**src/rtl/sram64_mem32_bridge_if.sv**
```systemverilog
// Request/response bundle between the core's 64-bit SRAM port, the bridge,
// and the 32-bit downstream memory channel.
interface sram64_mem32_bridge_if #(
  parameter int ADDR_W = 32
);
  // core side
  logic              req_valid;
  logic              req_ready;
  logic [63:0]       req_addr;
  logic [7:0]        req_wea;
  logic [63:0]       req_dina;
  logic              resp_valid;
  logic [63:0]       resp_douta;
  // downstream memory side
  logic              mem_valid;
  logic              mem_ready;
  logic [ADDR_W-1:0] mem_addr;
  logic [3:0]        mem_we;
  logic [31:0]       mem_wdata;
  logic              mem_rvalid;
  logic [31:0]       mem_rdata;

  // bridge view
  modport slave (
    input  req_valid, req_addr, req_wea, req_dina,
    output req_ready, resp_valid, resp_douta,
    output mem_valid, mem_addr, mem_we, mem_wdata,
    input  mem_ready, mem_rvalid, mem_rdata
  );

  // environment view: the core plus the downstream memory
  modport master (
    output req_valid, req_addr, req_wea, req_dina,
    input  req_ready, resp_valid, resp_douta,
    input  mem_valid, mem_addr, mem_we, mem_wdata,
    output mem_ready, mem_rvalid, mem_rdata
  );
endinterface

```
**src/rtl/sram64_mem32_bridge.sv**
```systemverilog
// Serves one 64-bit byte-enabled SRAM access at a time from a 32-bit memory.
// Reads issue two beats (low word, then high word); writes issue only the
// halves that carry byte enables. Completion is a one-cycle resp_valid pulse.
module sram64_mem32_bridge #(
  parameter int ADDR_W = 32
) (
  input logic                 clk,
  input logic                 rst,
  sram64_mem32_bridge_if.slave bus
);

  typedef enum logic [2:0] {
    IDLE    = 3'd0,
    LO_REQ  = 3'd1,
    LO_WAIT = 3'd2,
    HI_REQ  = 3'd3,
    HI_WAIT = 3'd4,
    RESP    = 3'd5
  } state_t;

  state_t             state_reg;
  logic [ADDR_W-4:0]  addr_reg;     // doubleword index; half and byte bits are appended per beat
  logic [7:0]         wea_reg;
  logic [63:0]        dina_reg;
  logic               is_read_reg;
  logic [31:0]        lo_reg;       // low read word parked until the high word returns

  // Address bits above the memory window and the byte offset are not used.
  logic unused_addr_bits;
  assign unused_addr_bits = ^{bus.req_addr[63:ADDR_W], bus.req_addr[2:0]};

  // Requests are taken only from IDLE, and never while reset is asserted.
  assign bus.req_ready = (state_reg == IDLE) && !rst;

  // Access sequencer: all downstream and response outputs are registered here.
  always_ff @(posedge clk or posedge rst) begin
    if (rst) begin
      state_reg      <= IDLE;
      addr_reg       <= '0;
      wea_reg        <= '0;
      dina_reg       <= '0;
      is_read_reg    <= 1'b0;
      lo_reg         <= '0;
      bus.mem_valid  <= 1'b0;
      bus.mem_addr   <= '0;
      bus.mem_we     <= '0;
      bus.mem_wdata  <= '0;
      bus.resp_valid <= 1'b0;
      bus.resp_douta <= '0;
    end else begin
      case (state_reg)
        IDLE: begin
          if (bus.req_valid) begin
            addr_reg      <= bus.req_addr[ADDR_W-1:3];
            wea_reg       <= bus.req_wea;
            dina_reg      <= bus.req_dina;
            is_read_reg   <= (bus.req_wea == 8'h00);
            bus.mem_valid <= 1'b1;
            // A write with no low-lane enables skips straight to the high beat.
            if (bus.req_wea == 8'h00 || bus.req_wea[3:0] != 4'h0) begin
              state_reg     <= LO_REQ;
              bus.mem_addr  <= {bus.req_addr[ADDR_W-1:3], 1'b0, 2'b00};
              bus.mem_we    <= bus.req_wea[3:0];
              bus.mem_wdata <= bus.req_dina[31:0];
            end else begin
              state_reg     <= HI_REQ;
              bus.mem_addr  <= {bus.req_addr[ADDR_W-1:3], 1'b1, 2'b00};
              bus.mem_we    <= bus.req_wea[7:4];
              bus.mem_wdata <= bus.req_dina[63:32];
            end
          end
        end
        LO_REQ: begin
          if (bus.mem_ready) begin
            if (is_read_reg) begin
              bus.mem_valid <= 1'b0;
              state_reg     <= LO_WAIT;
            end else if (wea_reg[7:4] != 4'h0) begin
              // mem_valid stays high: the high beat follows immediately.
              state_reg     <= HI_REQ;
              bus.mem_addr  <= {addr_reg, 1'b1, 2'b00};
              bus.mem_we    <= wea_reg[7:4];
              bus.mem_wdata <= dina_reg[63:32];
            end else begin
              bus.mem_valid  <= 1'b0;
              bus.resp_valid <= 1'b1;
              state_reg      <= RESP;
            end
          end
        end
        LO_WAIT: begin
          if (bus.mem_rvalid) begin
            lo_reg        <= bus.mem_rdata;
            state_reg     <= HI_REQ;
            bus.mem_valid <= 1'b1;
            bus.mem_addr  <= {addr_reg, 1'b1, 2'b00};
            bus.mem_we    <= wea_reg[7:4];
            bus.mem_wdata <= dina_reg[63:32];
          end
        end
        HI_REQ: begin
          if (bus.mem_ready) begin
            bus.mem_valid <= 1'b0;
            if (is_read_reg) begin
              state_reg <= HI_WAIT;
            end else begin
              bus.resp_valid <= 1'b1;
              state_reg      <= RESP;
            end
          end
        end
        HI_WAIT: begin
          if (bus.mem_rvalid) begin
            bus.resp_douta <= {bus.mem_rdata, lo_reg};
            bus.resp_valid <= 1'b1;
            state_reg      <= RESP;
          end
        end
        RESP: begin
          bus.resp_valid <= 1'b0;
          state_reg      <= IDLE;
        end
        default: begin
          bus.mem_valid  <= 1'b0;
          bus.resp_valid <= 1'b0;
          state_reg      <= IDLE;
        end
      endcase
    end
  end

endmodule

```
**src/flat_wrapper.sv**
```systemverilog
// flat-port wrapper written by rule: the top's interface ports become plain ports
module sram64_mem32_bridge_flat 
#(
  parameter int ADDR_W = 32
)
  (clk, rst, bus_req_valid, bus_req_addr, bus_req_wea, bus_req_dina, bus_req_ready, bus_resp_valid, bus_resp_douta, bus_mem_valid, bus_mem_addr, bus_mem_we, bus_mem_wdata, bus_mem_ready, bus_mem_rvalid, bus_mem_rdata);
  sram64_mem32_bridge_if #(.ADDR_W(ADDR_W)) bus_i ();
  input logic clk;
  input logic rst;
  input wire logic [$bits(bus_i.req_valid)-1:0] bus_req_valid;
  input wire logic [$bits(bus_i.req_addr)-1:0] bus_req_addr;
  input wire logic [$bits(bus_i.req_wea)-1:0] bus_req_wea;
  input wire logic [$bits(bus_i.req_dina)-1:0] bus_req_dina;
  output wire logic [$bits(bus_i.req_ready)-1:0] bus_req_ready;
  output wire logic [$bits(bus_i.resp_valid)-1:0] bus_resp_valid;
  output wire logic [$bits(bus_i.resp_douta)-1:0] bus_resp_douta;
  output wire logic [$bits(bus_i.mem_valid)-1:0] bus_mem_valid;
  output wire logic [$bits(bus_i.mem_addr)-1:0] bus_mem_addr;
  output wire logic [$bits(bus_i.mem_we)-1:0] bus_mem_we;
  output wire logic [$bits(bus_i.mem_wdata)-1:0] bus_mem_wdata;
  input wire logic [$bits(bus_i.mem_ready)-1:0] bus_mem_ready;
  input wire logic [$bits(bus_i.mem_rvalid)-1:0] bus_mem_rvalid;
  input wire logic [$bits(bus_i.mem_rdata)-1:0] bus_mem_rdata;
  assign bus_i.req_valid = bus_req_valid;
  assign bus_i.req_addr = bus_req_addr;
  assign bus_i.req_wea = bus_req_wea;
  assign bus_i.req_dina = bus_req_dina;
  assign bus_req_ready = bus_i.req_ready;
  assign bus_resp_valid = bus_i.resp_valid;
  assign bus_resp_douta = bus_i.resp_douta;
  assign bus_mem_valid = bus_i.mem_valid;
  assign bus_mem_addr = bus_i.mem_addr;
  assign bus_mem_we = bus_i.mem_we;
  assign bus_mem_wdata = bus_i.mem_wdata;
  assign bus_i.mem_ready = bus_mem_ready;
  assign bus_i.mem_rvalid = bus_mem_rvalid;
  assign bus_i.mem_rdata = bus_mem_rdata;
  sram64_mem32_bridge #(.ADDR_W(ADDR_W)) u_core (.clk(clk), .rst(rst), .bus(bus_i));
endmodule
```
**config.mk**
```make
export PLATFORM = sky130hd
export DESIGN_NAME = sram64_mem32_bridge_flat
export DESIGN_NICKNAME = d
export VERILOG_FILES = /design/src/rtl/sram64_mem32_bridge_if.sv /design/src/rtl/sram64_mem32_bridge.sv /design/src/flat_wrapper.sv
export SDC_FILE = /design/constraint.sdc
export NUM_CORES = 1
export LEC_CHECK = 0
export ABC_CLOCK_PERIOD_IN_PS = 23100
export CORE_ASPECT_RATIO = 1.2
export CORE_MARGIN = 4
export CORE_UTILIZATION = 53
export CTS_BUF_LIST = sky130_fd_sc_hd__clkbuf_2 sky130_fd_sc_hd__clkbuf_4 sky130_fd_sc_hd__clkbuf_8
export CTS_CLUSTER_DIAMETER = 50
export DETAILED_ROUTE_END_ITERATION = 8
export PLACE_DENSITY = 0.91
export SLEW_MARGIN = 25
export SYNTH_ARGS = -nofsm -noshare
export SYNTH_HDL_FRONTEND = slang
export SYNTH_SLANG_ARGS = --single-unit
```
**constraint.sdc**
```tcl
create_clock -name clk -period 23.1 [get_ports clk]
set_input_delay 4.62 -clock clk [delete_from_list [all_inputs] [get_ports clk]]
set_output_delay 4.62 -clock clk [all_outputs]
set_load 0.02 [all_outputs]
```
; Yosys cells after proc, flatten, opt, wreduce, memory -nomap -nowiden
; Index checks and enable logic that the tools add are counted.
; W data, S select, Z words.
[op_classes]
n_eq_ne = 15
mux = 44
bitwise = 2
reduce_logical = 17
[ops]
columns = cell, n
row1 = $mux W32, 11
row2 = $pmux W32 S3, 2
row3 = $mux W3, 8
row4 = $mux W4, 6
row5 = $ne A2 B2 Y1 const B, 8
row6 = $pmux W3 S5, 1
row7 = $mux W1, 12
row8 = $pmux W4 S3, 1
row9 = $reduce_and A6 Y1, 2
row10 = $logic_not A8 Y1, 1
row11 = $reduce_bool A4 Y1, 2
row12 = $reduce_and A7 Y1, 1
row13 = $eq A3 B2 Y1 const B, 2
row14 = $eq A3 B3 Y1 const B, 2
row15 = $reduce_and A2 Y1, 3
row16 = $pmux W1 S5, 1
row17 = $reduce_and A5 Y1, 1
row18 = $pmux W1 S4, 1
row19 = $reduce_or A2 Y1, 2
row20 = $eq A3 B1 Y1 const B, 1
row21 = $logic_not A3 Y1, 1
row22 = $ne A3 B2 Y1 const B, 1
row23 = $reduce_bool A3 Y1, 1
row24 = $mux W2, 1
row25 = 5 further kinds, 6
[totals]
ff_bits = 271
inputBits = 173
output_inout_bits = 135
wordCells = 90

; Logic depth before layout (Yosys ltp)
[logic_depth]
depth_word = 5
depth_mapped = 7

; Least setup slack after synthesis
; OpenSTA, ideal clock, no wires.
[synth_path]
kind = input -> output
startpoint = input port rst
endpoint = output port bus_req_ready
arrival_ns = 5.247
slack_ns = 13.233
cell_stages = 1
path_buffers = 0
cell_sequence = nor4_1
[synth_between]
elab_chain_len = 2
[synth_rtl]
columns = item, line
row1 = "start, declared", flat_wrapper.sv:9  ; input logic rst;
row2 = $logic_not A1 Y1, sram64_mem32_bridge.sv:33  ; assign bus.req_ready = (state_reg == IDLE) && !rst;
row3 = $logic_and A1 B1 Y1, sram64_mem32_bridge.sv:33
row4 = "end, declared", flat_wrapper.sv:14  ; output wire logic [$bits(bus_i.req_ready)-1:0] bus_req_ready;
; Every way passes these cells.

; Final worst setup path
; Ends and elaborated chain as after synthesis.

==> run_results.csv <==
group,metric,value,unit
cells_and_area,largest_reg_flops,64,
synthesis,netlist_area,0.01017,mm²
synthesis,netlist.area_leader.share,0.5733,
clock_network,clk_latency,500,ps
worst_setup_path,crit-reg2reg-launch,"u_core.wea_reg[4]",
timing,max_slew_margin,0.4205,
cells_and_area,layout-drive-gt1-share,0.2411,
clock_network,cts_inserted_buffers,37,
timing,min_period,10660,ps
synthesis,synth_edf_count,0,
grt,grt_start_max_net_pins,108,
grt,grt_pass1_wl,42390,µm
place,hpwl,17360,µm
clock_network,cts.sinks,233,
synthesis,yosysWarningCount,0,
synthesis,synth_seq_cells,233,
synthesis,synth_area_leaders,"dfrtp_1 57%, mux2_2 14%, mux2_4 5.9%",
worst_setup_path,r2r_end,"u_core.bus.mem_addr[2]",
route,vias,7490,
floorplan,ios,308,
clock_network,clkSlewWorstSetupHoldPaths,60,ps
worst_setup_path,cp-end-kind,"output pin",
floorplan,rows,55,
timing,rsz0062_at_grt,"no",
worst_setup_path,critical_path_arrival,6040,ps
timing,finClkSkew,17.58,ps
route,drt_iter0_drc,287,
place,port_buffers,270,
worst_setup_path,rr_worst_depth,6,
min_path,hold_path_class,"flip-flop to flip-flop",
clock_network,cts_tree,"done",
worst_setup_path,worstSetupStartpointType,"input pin",
clock_network,ctsHoldBuffers,0,
power,ir_drop,0.00008829,V
clock_network,cts_htree_levels,2,
floorplan,core_region_area,0.01886,mm²
cells_and_area,area_growth_syn_to_layout,35.26,%
route,dr.pass1.iters,5,
floorplan,fp.dieW,134.5,µm
cells_and_area,nNetsFinal,1212,
synthesis,synth_most_common_cell,"dfrtp_1",
synthesis,synth-seq-area-share,0.5733,
grt,grt_pass1_vias,8087,
route,routedWlPerCell,19.93,µm
cells_and_area,final_core_utilization,0.7296,
grt,antenna_found_initial,1,
synthesis,synth_flop_cell,"dfrtp_1",
timing,fin_crit_sh,0.4616,
run,drv_cap,0,
floorplan,die_h,159.8,µm
min_path,hold_start,"u_core.lo_reg[27]",
outcome,status,"complete, no violations",
worst_setup_path,cp.required,18480,ps
synthesis,netlist_top_cells_count,"233 x dfrtp_1, 124 x mux2_2, 100 x o21ai_0",
cells_and_area,regMostFlops,"u_core.bus.resp_douta",
synthesis,yosysTopAreaCell,"dfrtp_1",
timing,max_freq,0.09378,GHz
route,routed_wl,26290,µm
grt,overflow,0,
synthesis,syn_inst,783,
cells_and_area,fill_cells,1257,
synthesis,avgSynthCellArea,12.99,µm²
clock_network,cts_root_buf,"clkbuf_8",
route,postRouteAntennaNets,0,
grt,grt_use_total,0.2418,
timing,setup_viol_count_final,0,
timing,hold_viol,0,
timing,drv_slew,0,
worst_setup_path,cp_max_fo,2,
power,power_density,157.9,mW/mm²
min_path,holdPathEnd,"u_core.lo_reg[27]",
timing,worst_pin_slew,869.2,ps
clock_network,post_cts_buffers,0,
worst_setup_path,reg2reg_setup_slack,19740,ps
clock_network,cts.path.max_buffers,3,
synthesis,async_flop_share,1.000,
worst_setup_path,crit_type,"input pin to output pin",
power,p_leak,6.021,nW
route,drc,0,
min_path,holdPathStages,1,
floorplan,dieArea,0.02148,mm²
place,gp_congestion,0.8213,
route,avgViaCountPerCell,5.679,
floorplan,start_util,0.5394,
timing,setup_tns,0,ps
clock_network,cts_resized,0,
synthesis,ys_types,38,
## power breakdown
group          switching, mW  leakage, nW  internal (mW)
clock network          0.153        0.392          0.196
registers              0.118         2.86          0.620
logic                  0.549         2.77          0.536
total                  0.820         6.02           1.35
## worst max path at each step
stage	startpoint	endpoint	slack, ps
after floorplan	rst	u_core.addr_reg[0]	12090
after global placement	rst	bus_req_ready	12470
after detailed placement	rst	bus_req_ready	12450
after CTS	rst	bus_req_ready	12430
after global routing	rst	bus_req_ready	12330
final	rst	bus_req_ready	12440
## metal layers
metal	track usage	up-vias	wire, µm
li1	-	3352	-
met1	0.2997	3777	10420
met2	0.4076	300	13110
met3	0.06364	61	1915
met4	0.08981	0	841
met5	0	-	0
## kinds of logic after synthesis
logic type / count (synthesis) / share of synthesized area
muxes: 199 / 0.2308
and+or+nand+nor: 95 / 0.04970
xor gates and xnor gates: 1 / 0.0008613
buffers and inverters: 73 / 0.03444
other: 1 / 0.0003687
DFF: 233 / 0.5733
AOI/OAI and AO/OA: 181 / 0.1106
## cell type report
| type | instances | area (µm²) | share of cell area |
|---|---|---|---|
| Sequential cell | 233 | 5832 | 0.4239 |
| Multi-Input combinational cell | 478 | 4036 | 0.2934 |
| Timing Repair Buffer | 283 | 2800 | 0.2035 |
| Clock buffer | 60 | 719.4 | 0.05230 |
| Tap cell | 256 | 320.3 | 0.02328 |
| Inverter | 6 | 30.03 | 0.002183 |
| Clock inverter | 2 | 16.27 | 0.001182 |
| Antenna cell | 1 | 2.502 | 0.0001819 |
## worst max-delay path: stages
cell             delay [ps]
clkdlybuf4s50_1         520
nor4_1                  210
clkdlybuf4s50_1         690
## stage by stage
| step | instances | cell area (µm²) | setup WS, ps | total power [mW] | hold WS [ps] |
|---|---|---|---|---|---|
| after detailed placement | 1256 | 13020 | 12450 | 1.829 | 490.8 |
| after floorplan | 784 | 10170 | 12090 | 1.423 | 475.0 |
| after global placement | 1256 | 13020 | 12470 | 1.781 | 479.1 |
| final | 1319 | 13760 | 12440 | 2.173 | 502.3 |
| after CTS | 1318 | 13750 | 12430 | 2.189 | 505.5 |
| after global routing | 1319 | 13760 | 12330 | 2.303 | 511.6 |
## cells in the final DEF (no fill, tap or decap), drive strengths merged, types with 2 or more instances in the layout
cell type / n
nor2: 42
clkbuf: 60
a211oi: 33
o21ai: 100
mux2i: 35
dfrtp: 233
and3: 33
nand2: 5
o31ai: 32
o2bb2ai: 2
or4: 2
a21oi: 5
buf: 13
conb: 2
nand2b: 2
nor4: 2
nor2b: 3
a31o: 4
clkdlybuf4s50: 270
inv: 6
mux2: 164
Power figures use the tool's default switching activity.
